==> src/rtl/fifo_ptr_ctrl_pkg.sv <==
// Shared types and pointer helpers for the FIFO pointer controller.
// Latency: none, this file holds only types, constants and pure functions.
// Backpressure: not applicable.
package fifo_pkg;

    // Default RAM address width and the matching FIFO depth.
    localparam int ADDR_WIDTH_DFLT = 10;
    localparam int DEPTH           = 2 ** ADDR_WIDTH_DFLT;

    // Helper functions take pointers zero-extended to this width.
    localparam int PTR_MAX_W = 32;

    // Identity of a write producer.
    typedef enum logic [0:0] {
        GNT_P0 = 1'b0,
        GNT_P1 = 1'b1
    } gnt_e;

    // Full when the lap bits differ and the address bits match.
    // aw is the address width, so the pointers are aw+1 bits wide.
    function automatic logic ptr_full(input logic [PTR_MAX_W-1:0] wptr,
                                      input logic [PTR_MAX_W-1:0] rptr,
                                      input int                   aw);
        logic [PTR_MAX_W-1:0] mask;
        logic [PTR_MAX_W-1:0] diff;
        mask = (32'd1 << (aw + 1)) - 32'd1;
        diff = (wptr ^ rptr) & mask;
        return diff == (32'd1 << aw);
    endfunction

    // Empty when both pointers, lap bit included, are identical.
    function automatic logic ptr_empty(input logic [PTR_MAX_W-1:0] wptr,
                                       input logic [PTR_MAX_W-1:0] rptr,
                                       input int                   aw);
        logic [PTR_MAX_W-1:0] mask;
        mask = (32'd1 << (aw + 1)) - 32'd1;
        return ((wptr ^ rptr) & mask) == '0;
    endfunction

endpackage

==> src/rtl/fifo_ptr_ctrl_rr_arb2.sv <==
// Two-requester round-robin arbiter that shares the single RAM write port.
// Latency: grant is combinational from req/enable; last_gnt updates at the edge.
// Backpressure: enable low (FIFO full) masks every grant, requesters hold their data.
module rr_arb2
    import fifo_pkg::*;
(
    input  logic       clk,
    input  logic       rst_n,
    input  logic [1:0] req,
    input  logic       enable,
    output logic [1:0] gnt
);

    gnt_e       r_last_gnt;
    logic [1:0] w_gnt;

    // A lone requester wins outright; on a tie the producer not served last wins.
    always_comb begin
        w_gnt = 2'b00;
        if (enable) begin
            case (req)
                2'b01:   w_gnt = 2'b01;
                2'b10:   w_gnt = 2'b10;
                2'b11:   w_gnt = (r_last_gnt == GNT_P0) ? 2'b10 : 2'b01;
                default: w_gnt = 2'b00;
            endcase
        end
    end

    assign gnt = w_gnt;

    // Remember who was served; reset to P1 so producer 0 wins the first tie.
    always_ff @(posedge clk or negedge rst_n) begin
        if (!rst_n) begin
            r_last_gnt <= GNT_P1;
        end else if (|w_gnt) begin
            r_last_gnt <= w_gnt[1] ? GNT_P1 : GNT_P0;
        end
    end

endmodule

==> src/rtl/fifo_ptr_ctrl.sv <==
// Wrap-bit read/write pointer controller for a dual-port FIFO RAM with two producers.
// Latency: strobes/addresses combinational; status and count registered, rd_valid one cycle after ram_re.
// Backpressure: writes refused while full (grant held low), reads refused while empty.
module fifo_ptr_ctrl
    import fifo_pkg::*;
#(
    parameter int ADDR_WIDTH = 10,
    parameter int AFULL_TH   = 2 ** ADDR_WIDTH - 4,
    parameter int AEMPTY_TH  = 4
) (
    input  logic                  clk,
    input  logic                  rst_n,
    input  logic [1:0]            wr_req,
    output logic [1:0]            wr_gnt,
    output logic                  wr_sel,
    output logic                  ram_we,
    output logic [ADDR_WIDTH-1:0] ram_waddr,
    input  logic                  rd_req,
    output logic                  ram_re,
    output logic [ADDR_WIDTH-1:0] ram_raddr,
    output logic                  rd_valid,
    output logic                  full,
    output logic                  empty,
    output logic                  almost_full,
    output logic                  almost_empty,
    output logic [ADDR_WIDTH:0]   count,
    output logic                  ovf_err,
    output logic                  udf_err
);

    localparam logic [ADDR_WIDTH:0] C_AFULL  = AFULL_TH[ADDR_WIDTH:0];
    localparam logic [ADDR_WIDTH:0] C_AEMPTY = AEMPTY_TH[ADDR_WIDTH:0];

    logic [ADDR_WIDTH:0] r_wptr;
    logic [ADDR_WIDTH:0] r_rptr;
    logic [ADDR_WIDTH:0] r_count;
    logic                r_full;
    logic                r_empty;
    logic                r_afull;
    logic                r_aempty;
    logic                r_rd_valid;
    logic                r_ovf;
    logic                r_udf;

    logic [1:0]          w_gnt;
    logic                w_we;
    logic                w_re;
    logic [ADDR_WIDTH:0] w_wptr_nxt;
    logic [ADDR_WIDTH:0] w_rptr_nxt;
    logic [ADDR_WIDTH:0] w_count_nxt;
    logic                w_full_nxt;
    logic                w_empty_nxt;

    // Grant is gated by the registered full flag, so there is no path from grant back to request.
    rr_arb2 u_arb (
        .clk    (clk),
        .rst_n  (rst_n),
        .req    (wr_req),
        .enable (~r_full),
        .gnt    (w_gnt)
    );

    assign w_we = |w_gnt;
    assign w_re = rd_req & ~r_empty;

    // Next-state pointers, occupancy and flags; flags are registered from these.
    always_comb begin
        w_wptr_nxt  = r_wptr + {{ADDR_WIDTH{1'b0}}, w_we};
        w_rptr_nxt  = r_rptr + {{ADDR_WIDTH{1'b0}}, w_re};
        w_count_nxt = w_wptr_nxt - w_rptr_nxt;
        w_full_nxt  = ptr_full(32'(w_wptr_nxt), 32'(w_rptr_nxt), ADDR_WIDTH);
        w_empty_nxt = ptr_empty(32'(w_wptr_nxt), 32'(w_rptr_nxt), ADDR_WIDTH);
    end

    // Pointer and status registers; reset discards any queued contents.
    always_ff @(posedge clk or negedge rst_n) begin
        if (!rst_n) begin
            r_wptr     <= '0;
            r_rptr     <= '0;
            r_count    <= '0;
            r_full     <= 1'b0;
            r_empty    <= 1'b1;
            r_afull    <= 1'b0;
            r_aempty   <= 1'b1;
            r_rd_valid <= 1'b0;
        end else begin
            r_wptr     <= w_wptr_nxt;
            r_rptr     <= w_rptr_nxt;
            r_count    <= w_count_nxt;
            r_full     <= w_full_nxt;
            r_empty    <= w_empty_nxt;
            r_afull    <= (w_count_nxt >= C_AFULL);
            r_aempty   <= (w_count_nxt <= C_AEMPTY);
            r_rd_valid <= w_re;
        end
    end

    // Sticky overflow/underflow: any request that meets a full/empty FIFO, cleared only by reset.
    always_ff @(posedge clk or negedge rst_n) begin
        if (!rst_n) begin
            r_ovf <= 1'b0;
            r_udf <= 1'b0;
        end else begin
            if ((|wr_req) && r_full) r_ovf <= 1'b1;
            if (rd_req && r_empty)   r_udf <= 1'b1;
        end
    end

    assign wr_gnt       = w_gnt;
    assign wr_sel       = w_gnt[1];
    assign ram_we       = w_we;
    assign ram_waddr    = r_wptr[ADDR_WIDTH-1:0];
    assign ram_re       = w_re;
    assign ram_raddr    = r_rptr[ADDR_WIDTH-1:0];
    assign rd_valid     = r_rd_valid;
    assign full         = r_full;
    assign empty        = r_empty;
    assign almost_full  = r_afull;
    assign almost_empty = r_aempty;
    assign count        = r_count;
    assign ovf_err      = r_ovf;
    assign udf_err      = r_udf;

endmodule
==> config.mk <==
export PLATFORM = sky130hd
export DESIGN_NAME = fifo_ptr_ctrl
export DESIGN_NICKNAME = d
export VERILOG_FILES = /design/src/rtl/fifo_ptr_ctrl_pkg.sv /design/src/rtl/fifo_ptr_ctrl_rr_arb2.sv /design/src/rtl/fifo_ptr_ctrl.sv
export SDC_FILE = /design/constraint.sdc
export NUM_CORES = 1
export LEC_CHECK = 0
export CAP_MARGIN = 20
export CORE_ASPECT_RATIO = 0.5
export CORE_UTILIZATION = 46
export DETAILED_ROUTE_END_ITERATION = 6
export HOLD_SLACK_MARGIN = 0.08
export PLACE_DENSITY = 0.78
export SETUP_SLACK_MARGIN = 0.15
export SYNTH_ARGS = -nofsm -noshare
export SYNTH_HDL_FRONTEND = slang
export SYNTH_SLANG_ARGS = --single-unit
==> constraint.sdc <==
create_clock -name clk -period 3.2 [get_ports clk]
set_input_delay 0.8 -clock clk [delete_from_list [all_inputs] [get_ports clk]]
set_output_delay 0.8 -clock clk [all_outputs]
set_load 0.01 [all_outputs]
======== After elaboration in Yosys (flattened, before gate mapping) ========
Cells that the tools add are included.
operators by class
  add/subtract/negate cells ............... 3
  $lt $le $gt $ge ......................... 2
  equal/unequal tests ..................... 4
  multiplexer cells ....................... 4
  bitwise operators ....................... 3
  reduce and logical (&&, ||, !) cells .... 5
operators with widths
  kind                                                                 count
  logical NOT 32 bit                                                   1
  adder 11 x 1 -> 11 bit                                               2
  equality test 11 bit, second input constant                          1
  greater-or-equal comparator 11 x 10 -> 1 bit, second input constant  1
  <= comparator 11 x 3 -> 1 bit, second input constant                 1
  subtractor 11 bit                                                    1
  bitwise XOR 11 bit                                                   1
  one-hot mux 2 bit (3 select lines)                                   1
  equality test 2 bit, second input constant                           2
  two-way mux 2 bit                                                    2
  OR reduction 2 bit                                                   2
  equality test 2 x 1 -> 1 bit, second input constant                  1
  logical AND 1 bit                                                    2
  bitwise AND 1 bit                                                    1
  two-way mux 1 bit                                                    1
  inverter 1 bit                                                       1
storage, ports and cells
  bits in registers ....................... 41
  input bits .............................. 5
  output and inout port bits .............. 43
  word-level logic and storage cells ...... 32

======== Depth between registers and ports, before layout ========
  depth after elaboration ................. 7
  mapped depth ............................ 15
  mapped depth without buffers ............ 14

======== By module ========
From an unflattened synthesis, not the netlist that was laid out.
second synthesis, totals
  cells, all modules ...................... 225
  area total of the unflattened synthesis .. 2353.5 µm²
modules (own cells, without submodules)
  module         times used  cells each  area each (µm²)  seq. area each (µm²)
  fifo_ptr_ctrl  1           217         2290.9           1003.5
  rr_arb2        1           8           62.6             26.3

======== Worst setup path after synthesis ========
No wires, ideal clock.
  kind .................................... input to register
  start point ............................. in wr_req[0]
  end point ............................... reg r_aempty (netlist: almost_empty)
  setup time .............................. 0.105 ns
  arrival ................................. 3.710 ns
  required time ........................... 3.095 ns
  path slack .............................. -0.615 ns
  stages .................................. 15
  buffers on the path ..................... 1
  cell sequence ........................... inv_1 -> a21oi_1 -> ha_1 -> ha_1 -> clkbuf_2 -> nand3_1 -> xnor2_1 -> ha_1 -> a31oi_1 -> o31ai_1 -> a221oi_1 -> o21bai_1 -> xor2_1 -> a211o_1 -> a2111oi_2
between the ends
  cells in the longest elaborated chain, start to end .. 7
  elaborated cells on any way between the ends .. 9
  those cells by class .................... 2 x add/sub; 1 x order compare; 3 x eq/ne; 2 x mux; 1 x reduce/logical
RTL lines
  item                                                                 line                         source
  start, declared                                                      fifo_ptr_ctrl.sv:13          input logic [1:0] wr_req,
  equality test 2 bit or equality test 2 x 1 -> 1 bit (tied branches)  fifo_ptr_ctrl_rr_arb2.sv:21  case (req)
  one-hot mux 2 bit (3 select lines) (*)                               fifo_ptr_ctrl_rr_arb2.sv:21
  two-way mux 2 bit (*)                                                fifo_ptr_ctrl_rr_arb2.sv:20  if (enable) begin
  OR reduction 2 bit (*)                                               fifo_ptr_ctrl.sv:63          assign w_we = |w_gnt;
  via ram_we                                                           fifo_ptr_ctrl.sv:16          output logic ram_we,
  adder 11 x 1 -> 11 bit (*)                                           fifo_ptr_ctrl.sv:68          w_wptr_nxt = r_wptr + {{ADDR_WIDTH{1'b0}}, w_we};
  subtractor 11 bit (*)                                                fifo_ptr_ctrl.sv:70          w_count_nxt = w_wptr_nxt - w_rptr_nxt;
  via w_count_nxt[7]                                                   fifo_ptr_ctrl.sv:50          logic [ADDR_WIDTH:0] w_count_nxt;
  <= comparator 11 x 3 -> 1 bit (*)                                    fifo_ptr_ctrl.sv:93          r_aempty <= (w_count_nxt <= C_AEMPTY);
  end signal, assigned                                                 fifo_ptr_ctrl.sv:93
  end, declared                                                        fifo_ptr_ctrl.sv:40          logic r_aempty;
The timed path passes the listed nets; every way through them passes the cells marked *.
A chain may end at the register's enable or synchronous reset.

======== Final worst setup path ========
  start point ............................. in wr_req[0]
  end point ............................... reg r_aempty (netlist: almost_empty)
between the ends
  cells in the longest elaborated chain, start to end .. 7
  elaborated cells on any way between the ends .. 9
  those cells by class .................... 2 x add/sub; 1 x order compare; 3 x eq/ne; 2 x mux; 1 x reduce/logical
RTL lines
  item                                                                 line
  equality test 2 bit or equality test 2 x 1 -> 1 bit (tied branches)  fifo_ptr_ctrl_rr_arb2.sv:21
  one-hot mux 2 bit (3 select lines) (*)                               fifo_ptr_ctrl_rr_arb2.sv:21
  two-way mux 2 bit (*)                                                fifo_ptr_ctrl_rr_arb2.sv:20
  OR reduction 2 bit (*)                                               fifo_ptr_ctrl.sv:63
  adder 11 x 1 -> 11 bit (*)                                           fifo_ptr_ctrl.sv:68
  subtractor 11 bit (*)                                                fifo_ptr_ctrl.sv:70
  via w_count_nxt[9]                                                   fifo_ptr_ctrl.sv:50
  <= comparator 11 x 3 -> 1 bit (*)                                    fifo_ptr_ctrl.sv:93
Marked as above.

==> results.md <==
* Worst R2R Start: empty$_DFF_PN1_
* Flops & latches, synth at between 40 and 50
* Via count of the first global-routing pass at between 2000 and 2500
* Final core area utilization at 0.780
* Endpoint required time on the critical path at ~3.4 ns
* CTS H-tree lvls at 2
* Average wire length per cell after detail routing at approximately 19 um
* Syn-to-layout area delta at 61.9%
* Count of input and output buffers at 47
* Largest fanout on the critical path at 3
* Share of layout cells above drive strength 1 at 0.418
* TritonCTS clock tree: built
* Worst relative slew slack at 0.380
* Vias at ~2200
* Post-route clock skew at just under 0.007 ns
* Clock insertion delay at the later pin of the skew report at 0.30 ns
* Data arrival at the endpoint of the critical path at 3.53 ns
* Hold path start: udf_err$_DFFE_PN0P_
* WL final at about 7500 um
* Crit-path cells: buf_8 > inv_4 > a21oi_4 > ha_4 > ha_4 > buf_6 > xor2_4 > ha_4 > a31oi_4 > o31ai_4 > a221oi_2 > o21bai_1 > buf_4 > buf_6 > a31oi_4 > xnor2_2 > a2111oi_2
* Boundary pin count at 48
* CTS Hold Buffers Added at 0
* Routability congestion estimate from global placement at between 0.8 and 0.9
* Die Height at roughly 53 um
* Met3 usage in global routing at 0.0653
* First-pass GRT wire length at between 10000 and 15000 um
* Type of the worst setup path: primary input to flop
* Overall die area at approximately 5500 um2
* Failing checks: negative setup slack
* DRC violations left at 0
* Cell at the root of the clock tree: sky130_fd_sc_hd__clkbuf_8
* Residual overflow from global routing at 0
* TritonCTS buffer count at 5
* Run status: finished, violations left
* Floorplan die width at slightly above 100 um
* CP Capture Type: flop
* Final ANT Viol Nets at 0
* Worst hold path class: flop to flop
* Cell count after synthesis at between 200 and 250
* Family with the most delay on the worst path: compound AO/OA/AOI/OAI gates
* Vias/cell at roughly 5.5
* GR peak layer: met2
* Post-Synthesis Net Count at about 250
* Initial standard-cell utilization of the core at 0.482
* DR pass1 iterations at 4
* Post-route clock period utilization at 1.04
* Final Net Count at approximately 350
* Highest cell delay on the worst timing path at around 0.36 ns
* Row cnt at 18
* Pin count of the biggest net entering global routing at 42
* Critical Path Start Type: primary input
* Maximum root-to-sink buffer count at 2
* Synth warn at 0
* Post-synth design cell area at approximately 2400 um2
* Critical-path top delay cell: sky130_fd_sc_hd__a2111oi_2
* Cell with the most instances on the worst path: sky130_fd_sc_hd__ha_4
* Post-route minimum period at around 3.3 ns
* Final hold viol count at 0
* First-iteration detailed-routing DRC count at ~120
* Unrepaired setup endpoints after global routing: yes
* Dpl hpwl at 4310 um
* Met2 layer usage reported by global route at 0.453
* Max_cap viols at 0
* Seq/Total Area, Yosys at 0.431
* Core area at slightly below 5000 um2
* Buffers plus inverters on the worst setup path at 5
* TritonCTS sink count at 41
* Antenna diode instance count at 0
* Mean instance size in the synthesized netlist at ~10 um2
* Clk pin slew, worst setup/hold paths at roughly 0.080 ns
* Launching element of the worst setup path: wr_req[0]
* Maximum operating frequency at 300 MHz
* Unique cell type count in the Yosys netlist at 40
* Overall routing resource usage at 0.257
* Number of antenna violations at the first check in global routing at 0
* Met1 track utilization from global routing at 0.303
* Final max-slew violation count at 0
* Actual transition at the worst max-transition pin at approximately 0.93 ns
* Fin worst setup slack at -0.137 ns
* Final number of setup-violating endpoints at 3
## placed cells by master (no fill, tap or decap), types with 3 or more instances in the layout
cell type	count
sky130_fd_sc_hd__buf_4	68
sky130_fd_sc_hd__clkdlybuf4s50_1	43
sky130_fd_sc_hd__dfrtp_1	38
sky130_fd_sc_hd__inv_1	21
sky130_fd_sc_hd__xor2_1	15
sky130_fd_sc_hd__xnor2_1	10
sky130_fd_sc_hd__nand2_1	9
sky130_fd_sc_hd__nor3_1	8
sky130_fd_sc_hd__ha_4	8
sky130_fd_sc_hd__nand3_1	7
sky130_fd_sc_hd__nor2_1	5
sky130_fd_sc_hd__xnor2_2	5
sky130_fd_sc_hd__ha_1	5
sky130_fd_sc_hd__clkbuf_8	5
sky130_fd_sc_hd__nand3_4	4
sky130_fd_sc_hd__nand4_1	4
sky130_fd_sc_hd__nor3_2	4
sky130_fd_sc_hd__o21bai_1	4
sky130_fd_sc_hd__a211oi_1	3
sky130_fd_sc_hd__xnor2_4	3
sky130_fd_sc_hd__xor2_4	3
sky130_fd_sc_hd__a31oi_4	3
sky130_fd_sc_hd__a21oi_1	3
sky130_fd_sc_hd__dfstp_2	3
sky130_fd_sc_hd__buf_6	3
## per-layer routing
layer,vias to the layer above,routed length [um]
li1,964,-
met1,1100,3260
met2,108,3510
met3,42,360
met4,0,363
met5,-,0
## timing repair
item,CTS,global route
endpoints found under the setup margin,15,8
setup buffers,9,3
pin swaps,17,15
gates resized for setup,46,31
## cells in the mapped netlist (all sizes together)
master	instances	area share
a2111oi	1	0.0063
a211o	2	0.0073
a211oi	5	0.018
a21o	2	0.0063
a21oi	5	0.010
a221oi	1	0.0037
a31oi	3	0.014
a41o	1	0.0042
and2	2	0.0052
and3	2	0.0052
buf	22	0.071
clkbuf	1	0.0021
dfrtp	38	0.40
dfstp	3	0.033
fa	1	0.0084
ha	14	0.073
inv	23	0.036
nand2	12	0.019
nand2b	1	0.0026
nand3	11	0.028
nand4	4	0.010
nor2	7	0.011
nor2b	2	0.0052
nor3	12	0.025
o2111ai	2	0.0073
o211ai	2	0.0063
o21a	2	0.0063
o21ai	4	0.0084
o21bai	4	0.013
o31ai	1	0.0031
or2	2	0.0052
or3	2	0.0073
xnor2	18	0.066
xor2	20	0.073
## stage by stage
stage	hold WS [ns]	TNS, ns	instances	setup WS (ns)	instance area (um2)
final	0.461	-0.171	405	-0.137	3870
after global routing	0.506	-0.442	405	-0.197	3870
after CTS	0.466	-0.140	402	-0.100	3670
after detailed placement	0.448	-6.87	385	-0.988	3310
after global placement	0.439	-5.87	385	-0.880	3310
after floorplan	0.449	-0.340	232	-0.230	2490
## layout make-up
| type | instances | area [um2] |
|---|---|---|
| multi-input cells | 145 | 1550 |
| fillers | 268 | 1090 |
| flip-flops and latches | 41 | 1030 |
| repair buffers | 118 | 1010 |
| inverters | 23 | 101 |
| well taps | 70 | 87.6 |
| clock buffers | 5 | 68.8 |
| clock inverters | 3 | 17.5 |
## worst register-to-register path: stages (launching register included)
cell	delay, ns
sky130_fd_sc_hd__dfstp_2	0.58
sky130_fd_sc_hd__nor2b_4	0.06
sky130_fd_sc_hd__ha_4	0.16
sky130_fd_sc_hd__ha_4	0.18
sky130_fd_sc_hd__buf_4	0.17
sky130_fd_sc_hd__xnor2_4	0.16
sky130_fd_sc_hd__ha_4	0.22
sky130_fd_sc_hd__a31oi_4	0.20
sky130_fd_sc_hd__o31ai_4	0.11
sky130_fd_sc_hd__a221oi_2	0.27
sky130_fd_sc_hd__o21bai_1	0.11
sky130_fd_sc_hd__buf_4	0.16
sky130_fd_sc_hd__buf_6	0.12
sky130_fd_sc_hd__a31oi_4	0.17
sky130_fd_sc_hd__xnor2_2	0.11
sky130_fd_sc_hd__a2111oi_2	0.36
## cell families after synthesis
kind of cell | share of synthesized area
AOI/OAI and AO/OA | 0.114
DFF | 0.431
adders and majority gates | 0.0817
and+or+nand+nor | 0.125
buffers and inverters | 0.109
xor gates and xnor gates | 0.139
## path summary, 6_finish.rpt
check	cells past startpoint	slack [ns]	to
worst max register to register	15	-0.03	almost_empty$_DFF_PN1_
worst min-delay path	1	0.46	udf_err$_DFFE_PN0P_
max in group asynchronous	1	1.99	r_wptr[6]$_DFF_PN0_
min in group asynchronous	1	0.63	count[3]$_DFF_PN0_
worst min register to register	1	0.46	udf_err$_DFFE_PN0P_
worst max-delay path	17	-0.14	almost_empty$_DFF_PN1_
Power is left out: the tool's default activity adds up to more than one toggle a clock period on the data nets, which glitch-free logic cannot reach.
